===== config.mk =====
export PLATFORM = sky130hd
export DESIGN_NAME = maxpool_sched
export DESIGN_NICKNAME = d
export VERILOG_FILES = /design/src/rtl/maxpool_sched_pkg.sv /design/src/rtl/maxpool_sched_pooling.sv /design/src/rtl/maxpool_sched.sv
export SDC_FILE = /design/constraint.sdc
export NUM_CORES = 1
export LEC_CHECK = 0
export CAP_MARGIN = 10
export CELL_PAD_IN_SITES_DETAIL_PLACEMENT = 1
export CELL_PAD_IN_SITES_GLOBAL_PLACEMENT = 2
export CORE_MARGIN = 4
export CORE_UTILIZATION = 31
export CTS_BUF_LIST = sky130_fd_sc_hd__clkbuf_16
export DETAILED_ROUTE_END_ITERATION = 6
export PLACE_DENSITY = 0.83
export SLEW_MARGIN = 20
export SYNTH_ARGS = -nofsm -noshare
export SYNTH_HDL_FRONTEND = slang
export SYNTH_SLANG_ARGS = --single-unit
export TNS_END_PERCENT = 10

===== constraint.sdc =====
create_clock -name clk -period 5.6 [get_ports clk]
set_input_delay 0.56 -clock clk [delete_from_list [all_inputs] [get_ports clk]]
set_output_delay 0.56 -clock clk [all_outputs]
set_load 0.05 [all_outputs]

===== src/rtl/maxpool_sched_pkg.sv =====
// Shared definitions for the max-pool sequencing controller.
package maxpool_sched_pkg;

    localparam int DATA_WIDTH = 16;

    typedef enum logic [2:0] {
        S_IDLE,
        S_RD,
        S_CAP,
        S_WR,
        S_FIN
    } state_t;

    // Ceiling log2 usable in constant expressions.
    function automatic int clog2(input int v);
        int r;
        r = 0;
        for (int i = 0; i < 31; i++) begin
            if ((1 << i) < v) r = i + 1;
        end
        return r;
    endfunction

endpackage


===== src/rtl/maxpool_sched_pooling.sv =====
// Four-input fp16 maximum; ties resolve to the earlier operand.
module pooling #(
    parameter int WIDTH = maxpool_sched_pkg::DATA_WIDTH
) (
    input  logic [WIDTH-1:0] w0,
    input  logic [WIDTH-1:0] w1,
    input  logic [WIDTH-1:0] w2,
    input  logic [WIDTH-1:0] w3,
    output logic [WIDTH-1:0] y
);

    // Map sign-magnitude onto an unsigned key with the same ordering.
    function automatic logic [WIDTH-1:0] key(input logic [WIDTH-1:0] v);
        return v[WIDTH-1] ? ~v : {1'b1, v[WIDTH-2:0]};
    endfunction

    logic [WIDTH-1:0] m01;
    logic [WIDTH-1:0] m23;

    assign m01 = (key(w1) > key(w0)) ? w1 : w0;
    assign m23 = (key(w3) > key(w2)) ? w3 : w2;
    assign y   = (key(m23) > key(m01)) ? m23 : m01;

endmodule


===== src/rtl/maxpool_sched.sv =====
// Address-driven 2x2/stride-2 max-pool sequencer: four reads per window,
// one pooled write, channel -> row -> column order.
module maxpool_sched #(
    parameter int DATA_WIDTH = maxpool_sched_pkg::DATA_WIDTH,
    parameter int ADDR_WIDTH = 24,
    parameter int MAX_SIZE   = 256,
    parameter int MAX_CH     = 64
) (
    input  logic                                        clk,
    input  logic                                        reset,
    input  logic                                        start,
    input  logic [maxpool_sched_pkg::clog2(MAX_SIZE):0] cfg_size,
    input  logic [maxpool_sched_pkg::clog2(MAX_CH):0]   cfg_channels,
    input  logic [ADDR_WIDTH-1:0]                       cfg_in_base,
    input  logic [ADDR_WIDTH-1:0]                       cfg_out_base,
    output logic                                        rd_en,
    output logic [ADDR_WIDTH-1:0]                       rd_addr,
    input  logic [DATA_WIDTH-1:0]                       rd_data,
    output logic                                        wr_en,
    output logic [ADDR_WIDTH-1:0]                       wr_addr,
    output logic [DATA_WIDTH-1:0]                       wr_data,
    input  logic                                        wr_ready,
    output logic                                        busy,
    output logic                                        done
);
    import maxpool_sched_pkg::*;

    localparam int SW = clog2(MAX_SIZE) + 1;
    localparam int CW = clog2(MAX_CH) + 1;
    localparam int OW = SW - 1;

    state_t                 state, nxt;
    logic [1:0]             k;
    logic [SW-1:0]          size_q;
    logic [CW-1:0]          chn_q, ch_q;
    logic [OW-1:0]          c_q, r_q;
    logic [ADDR_WIDTH-1:0]  in_ptr, out_ptr;
    logic                   trivial_q;
    logic [DATA_WIDTH-1:0]  win [4];
    logic [DATA_WIDTH-1:0]  pooled;

    logic [SW-1:0]          size_eff;
    logic                   trivial;
    logic [OW-1:0]          half;
    logic [ADDR_WIDTH-1:0]  s_ext;
    logic                   last_c, last_r, last_ch;

    assign size_eff = cfg_size & ~SW'(1);
    assign trivial  = (size_eff == '0) || (cfg_channels == '0);
    assign half     = size_q[SW-1:1];
    assign s_ext    = ADDR_WIDTH'(size_q);
    assign last_c   = (c_q == half - OW'(1));
    assign last_r   = (r_q == half - OW'(1));
    assign last_ch  = (ch_q == chn_q - CW'(1));

    pooling #(.WIDTH(DATA_WIDTH)) u_pool (
        .w0 (win[0]),
        .w1 (win[1]),
        .w2 (win[2]),
        .w3 (win[3]),
        .y  (pooled)
    );

    always_ff @(posedge clk) begin
        if (reset) state <= S_IDLE;
        else       state <= nxt;
    end

    always_comb begin
        nxt   = state;
        rd_en = 1'b0;
        wr_en = 1'b0;
        busy  = 1'b0;
        done  = 1'b0;
        case (state)
            // A degenerate config parks one cycle in S_CAP so busy still shows.
            S_IDLE: if (start) nxt = trivial ? S_CAP : S_RD;
            S_RD: begin
                busy  = 1'b1;
                rd_en = 1'b1;
                if (k == 2'd3) nxt = S_CAP;
            end
            S_CAP: begin
                busy = 1'b1;
                nxt  = trivial_q ? S_FIN : S_WR;
            end
            S_WR: begin
                busy  = 1'b1;
                wr_en = 1'b1;
                if (wr_ready) nxt = (last_c && last_r && last_ch) ? S_FIN : S_RD;
            end
            S_FIN: begin
                done = 1'b1;
                nxt  = S_IDLE;
            end
            default: nxt = S_IDLE;
        endcase
    end

    // in_ptr tracks the top-left element of the current window.
    assign rd_addr = rd_en ? (in_ptr + (k[1] ? s_ext : '0) + ADDR_WIDTH'(k[0])) : '0;
    assign wr_addr = wr_en ? out_ptr : '0;
    assign wr_data = wr_en ? pooled : '0;

    always_ff @(posedge clk) begin
        if (reset) begin
            k         <= '0;
            size_q    <= '0;
            chn_q     <= '0;
            ch_q      <= '0;
            c_q       <= '0;
            r_q       <= '0;
            in_ptr    <= '0;
            out_ptr   <= '0;
            trivial_q <= 1'b0;
            for (int i = 0; i < 4; i++) win[i] <= '0;
        end else begin
            case (state)
                S_IDLE: if (start) begin
                    size_q    <= size_eff;
                    chn_q     <= cfg_channels;
                    in_ptr    <= cfg_in_base;
                    out_ptr   <= cfg_out_base;
                    trivial_q <= trivial;
                    k         <= '0;
                    ch_q      <= '0;
                    r_q       <= '0;
                    c_q       <= '0;
                end
                S_RD: begin
                    k <= k + 2'd1;
                    if (k != 2'd0) win[k - 2'd1] <= rd_data;
                end
                S_CAP: if (!trivial_q) win[3] <= rd_data;
                S_WR: if (wr_ready) begin
                    out_ptr <= out_ptr + ADDR_WIDTH'(1);
                    k       <= '0;
                    if (last_c) begin
                        // Skip the odd row already covered by this window pair.
                        c_q    <= '0;
                        in_ptr <= in_ptr + ADDR_WIDTH'(2) + s_ext;
                        if (last_r) begin
                            r_q  <= '0;
                            ch_q <= ch_q + CW'(1);
                        end else begin
                            r_q <= r_q + OW'(1);
                        end
                    end else begin
                        c_q    <= c_q + OW'(1);
                        in_ptr <= in_ptr + ADDR_WIDTH'(2);
                    end
                end
                default: ;
            endcase
        end
    end

endmodule


After elaboration in Yosys (flattened, before gate mapping)
Memories as Yosys holds them, arrays and structs flattened.
Cells that the tools add are included.
Widths: inputs -> output; s select.
{"block": "totals", "out_inout_bits": 68, "ram_bits": 64, "memories": 1, "elab_cells": 124, "ff_bits": 92, "in_bits": 84}
{"memory": "win", "words": 4, "word_bits": 16, "read_ports": 4, "rd_clocked_by_memory_dff": 0, "write_ports": 4, "line": "maxpool_sched.sv:39", "source": "logic [DATA_WIDTH-1:0] win [4];"}
{"block": "classes", "reduce_logical": 17, "order_cmp": 3, "muxes": 61, "bitwise_logic": 7, "n_eq_ne": 13, "add_sub_neg": 12}
{"operator": "$mux 16", "n": 12}
{"operator": "$mux 24", "n": 7}
{"operator": "$not 16->16", "n": 6}
{"operator": "$pmux 24 s2", "n": 2}
{"operator": "$add 24x9->24", "n": 2}
{"operator": "$gt 16x16->1", "n": 3}
{"operator": "$mux 8", "n": 6}
{"operator": "$pmux 8 s2", "n": 2}
{"operator": "$mux 7", "n": 4}
{"operator": "$add 24x1->24", "n": 1}
{"operator": "$add 24x1->24 const B", "n": 1}
{"operator": "$add 24x2->24 const B", "n": 1}
{"operator": "$add 8x1->8 const B", "n": 2}
{"operator": "$eq 8x8->1", "n": 2}
{"operator": "$reduce_or 16->1", "n": 1}
{"operator": "$mux 1", "n": 15}
{"operator": "$mux 3", "n": 5}
{"operator": "$pmux 7 s2", "n": 1}
{"operator": "$pmux 3 s4", "n": 1}
{"operator": "$ne 2x2->1 const B", "n": 5}
{"operator": "$logic_not 9->1", "n": 1}
{"operator": "$mux 9", "n": 1}
{"operator": "$reduce_and 3->1", "n": 3}
{"operator": "$mux 2", "n": 4}
{"operator": "other kinds (22)", "n": 25}

Depth between registers and ports, before layout
An unclocked memory read counts as a cell.
{"block": "logic_depth", "ltp_word": 10, "depth_mapped": 23, "depth_no_buf": 18}

Cells and area by module
A second synthesis with hierarchy kept.
{"block": "hier_totals", "cells_unflattened": 1439, "area_unflattened_um2": 11945.2}
{"mod": "maxpool_sched", "cells_each": 1157, "n_inst": 1, "area_per_inst_um2": 9551.7, "seq_area_each_um2": 3763.6}
{"mod": "pooling", "cells_each": 282, "n_inst": 1, "area_per_inst_um2": 2393.5, "seq_area_each_um2": 0.0}

Least setup slack after synthesis
No wires, ideal clock.
{"block": "synth_timing", "path_type": "flip-flop to output port", "startpoint": "memory win[2][15]", "endpoint": "output wr_data[10]", "path_slack_ns": -0.540, "arrival_time_ns": 5.580, "path_buffers": 5, "required_time_ns": 5.040, "path_stages_with_launch": 23, "cell_sequence": "edfxtp_1 -> clkbuf_1 -> clkbuf_1 -> xnor2_1 -> ha_1 -> a21oi_1 -> o21ai_0 -> o311ai_0 -> a32o_1 -> buf_2 -> mux2i_1 -> clkbuf_1 -> xor2_1 -> ha_1 -> nand3_1 -> o22ai_1 -> o211ai_1 -> nand2_1 -> a31oi_1 -> a21oi_1 -> maj3_1 -> buf_2 -> mux2_2"}
{"item": "start, declared", "line": "maxpool_sched.sv:39"}
{"item": "end, declared", "line": "maxpool_sched.sv:21", "source": "output logic [DATA_WIDTH-1:0] wr_data,"}

==> flow_summary.ini <==
[place]
port_buffers = 150
place_congestion = 0.848
dpl.hpwl_mm = 28.8

[global_routing]
grt_pass1_vias = 11500
grt_max_degree = 82
grt_first_pass_wirelength_mm = 62.6
grt_use_total = 0.185
grt-ovfl-total = 0
antenna_found_initial = 0

[cells_and_area]
syn2layout_area_growth_pct = 26.3
final_core_util = 0.398
drive_above_1_share = 0.101
fill_cells = 4378
nNetsFinal = 1721

[yosys]
async_flop_share = 0
avgSynthCellArea_um2 = 8.27
yosys_most_used_dff = dfxtp_1
ys_top_cells_by_count = nor2_1, nand2_1, xor2_1
syn_nets = 1599
synth_cell_type_count = 77
synth-edff-count = 64
synth_largest_area_cell = edfxtp_1
ys_seq_area_frac = 0.316
mappedNetlistArea_mm2 = 0.0119
synth_warnings = 0
synth.area.top_cells = edfxtp_1, dfxtp_1, ha_1
synth_most_common_cell = nor2_1
synthCells = 1440
synth_top_area_frac = 0.161
synth-seq-cells = 156

[floorplanning]
core_area_mm2 = 0.0378
boundaryPins = 152
fp-row-count = 71
dieArea_mm2 = 0.0416
die_x_um = 204
start_util = 0.315
die_h_um = 204

[detailed_routing]
wl_per_cell_um = 18.4
viasPerCell = 5.21
drt_pass1_iterations = 4
drc = 0
vias = 10900
drt_wl_total_mm = 38.4
detail-route-antenna-nets = 0
first_iter_violations = 418

[clock_tree]
clk_path_buf_depth = 2
cts_htree_levels = 4
cts_tree = built
clkLatencyLatePin_ps = 440
cts_root_buf = clkbuf_16
cts_buffers = 17
clkSinkCount = 156
clk_pin_slew_ps = 70

[hold_path]
worstHoldStart = chn_q[6]
whs_path_depth = 2
holdCritPathClass = flip-flop to flip-flop
whs_endpoint = chn_q[6]

[timing]
fin_skew_ps = 15.7
tightest_slew_ps = 1020
maxSlewHeadroom = 0.320
fin_ws_ps = -109
min_period_over_period = 1.02
finalSetupViolCount = 15
finalCriticalPeriod_ps = 5710
grt_setup_unrepaired = yes
final_hold_viol_count = 0
fmax_ghz = 0.175
slew_viol_final = 0
tns_ps = -1300

[setup_path]
cp.arrival_ps = 5150
crit_required_ps = 5040
critPathLaunchType = flip-flop
rrSetupSlack_ps = 1890
path_class = flip-flop to primary output
reg2reg_to = in_ptr[22]
r2r_cells = 10
end_kind = primary output
critPathMaxFanout = 10
timing.rr.start = size_q[1]

[power]
powerDensity_mw_per_mm2 = 284
leakagePower_nw = 5.66
ir_worst_vdd_mv = 0.218

[job]
drv_cap = 0

[outcome]
status = finished with violations
violations = negative setup slack
[where the power goes]
group | leakage, nW | switching, mW | internal [mW]
clock | 0.286 | 0.519 | 0.664
sequential | 1.42 | 0.189 | 1.30
combinational | 3.96 | 0.900 | 0.707
total | 5.66 | 1.61 | 2.67
[placed cells by master (no fill, tap or decap), types with 7 or more instances in the layout]
| cell type | count |
|---|---|
| o31ai_1 | 8 |
| a21o_1 | 14 |
| a21oi_1 | 86 |
| dfxtp_1 | 92 |
| nor2b_1 | 8 |
| a211oi_1 | 16 |
| nand2b_1 | 7 |
| mux2_2 | 13 |
| clkbuf_16 | 17 |
| o21bai_1 | 8 |
| a31oi_1 | 17 |
| o21a_1 | 8 |
| nand3_1 | 40 |
| nor2_1 | 189 |
| nand2_1 | 148 |
| clkdlybuf4s50_1 | 134 |
| inv_1 | 40 |
| ha_1 | 73 |
| and3_1 | 13 |
| and2_1 | 35 |
| o211ai_1 | 7 |
| nand4_1 | 33 |
| nor4_1 | 14 |
| buf_12 | 20 |
| or3_1 | 11 |
| mux2i_1 | 30 |
| edfxtp_1 | 64 |
| nor3_1 | 40 |
| or4_1 | 9 |
| buf_4 | 33 |
| xnor2_1 | 78 |
| o21ai_0 | 33 |
| xor2_1 | 94 |
[critical path, cell delays in order (launching register included)]
cell and delay (ps):
edfxtp_1 380, buf_6 170, xnor2_2 140, ha_1 320, a21o_1 180, a221o_1 400
a221oi_4 360, a21oi_4 120, mux2_4 350, buf_12 160, xor2_1 160, ha_1 340
a21oi_2 140, o22ai_1 80, o211ai_1 170, nand2_1 70, a31oi_1 150, a21oi_1 60
maj3_2 310, buf_4 160, mux2_4 330, buf_12 160
[worst max path at each step]
stage          slack [ps]     endpoint  startpoint  depth (start not counted)
5_1_grt              -390   wr_data[2]  win[3][15]                         21
3_5_place_dp           30   wr_data[6]  win[3][15]                         22
2_1_floorplan          -6  wr_data[10]  win[1][15]                         21
3_3_place_gp           60   wr_data[6]  win[3][15]                         23
4_1_cts              -120   wr_data[2]  win[3][15]                         22
6_report             -110   wr_data[2]  win[0][15]                         21
[metrics by stage]
step / instances / power [mW] / hold WS [ps] / setup slack, ps / instance area (um^2)
3_5_place_dp: 2040 / 3.03 / 473 / 25.9 / 14100
5_1_grt: 2086 / 4.56 / 508 / -389 / 15000
6_report: 2087 / 4.28 / 478 / -109 / 15000
4_1_cts: 2082 / 4.29 / 481 / -120 / 14900
3_3_place_gp: 2040 / 2.98 / 468 / 61.5 / 14100
2_1_floorplan: 1440 / 2.53 / 440 / -5.55 / 11900
[routing by layer]
layer,share of wire,up-vias,routed length (um),GRT usage
met5,0,-,0,0
met4,0.020,0,765,0.0498
met3,0.022,36,847,0.0235
met2,0.50,136,19400,0.328
met1,0.45,5358,17400,0.239
li1,-,5336,-,-
[state kept, by name (all words and copies together), names as in the netlist]
signal / flops
ch_q: 7
k: 2
size_q: 8
trivial_q: 1
c_q: 8
state: 3
r_q: 8
in_ptr: 24
out_ptr: 24
chn_q: 7
win: 64
[cell families after synthesis]
kind of cell / after synthesis / share of synthesized area
AOI/OAI and AO/OA: 258 / 0.142
xor gates and xnor gates: 178 / 0.134
adders and majority gates: 76 / 0.0809
buffers and inverters: 134 / 0.0441
DFF: 156 / 0.316
muxes: 54 / 0.0472
and+or+nand+nor: 584 / 0.235
[repair_timing]
item | CTS | global route
endpoints found under the setup margin | 15 | 15
hold endpoints to repair | 0 | 0
hold buffers | 0 | 0
buffers inserted | 10 | 4
pin swaps | 9 | 16
resized for setup | 32 | 17
[cell type report]
cell class | instances | area (um^2) | area share
timing repair buffer | 196 | 2090 | 0.139
clock inverter | 15 | 161 | 0.0107
antenna | 1 | 2.50 | 0.000166
sequential | 156 | 3760 | 0.250
multi-input combinational | 1150 | 7800 | 0.519
inverter | 41 | 154 | 0.0102
tap | 511 | 639 | 0.0425
clock buffer | 17 | 425 | 0.0283
(Power assumes the default switching activity.)
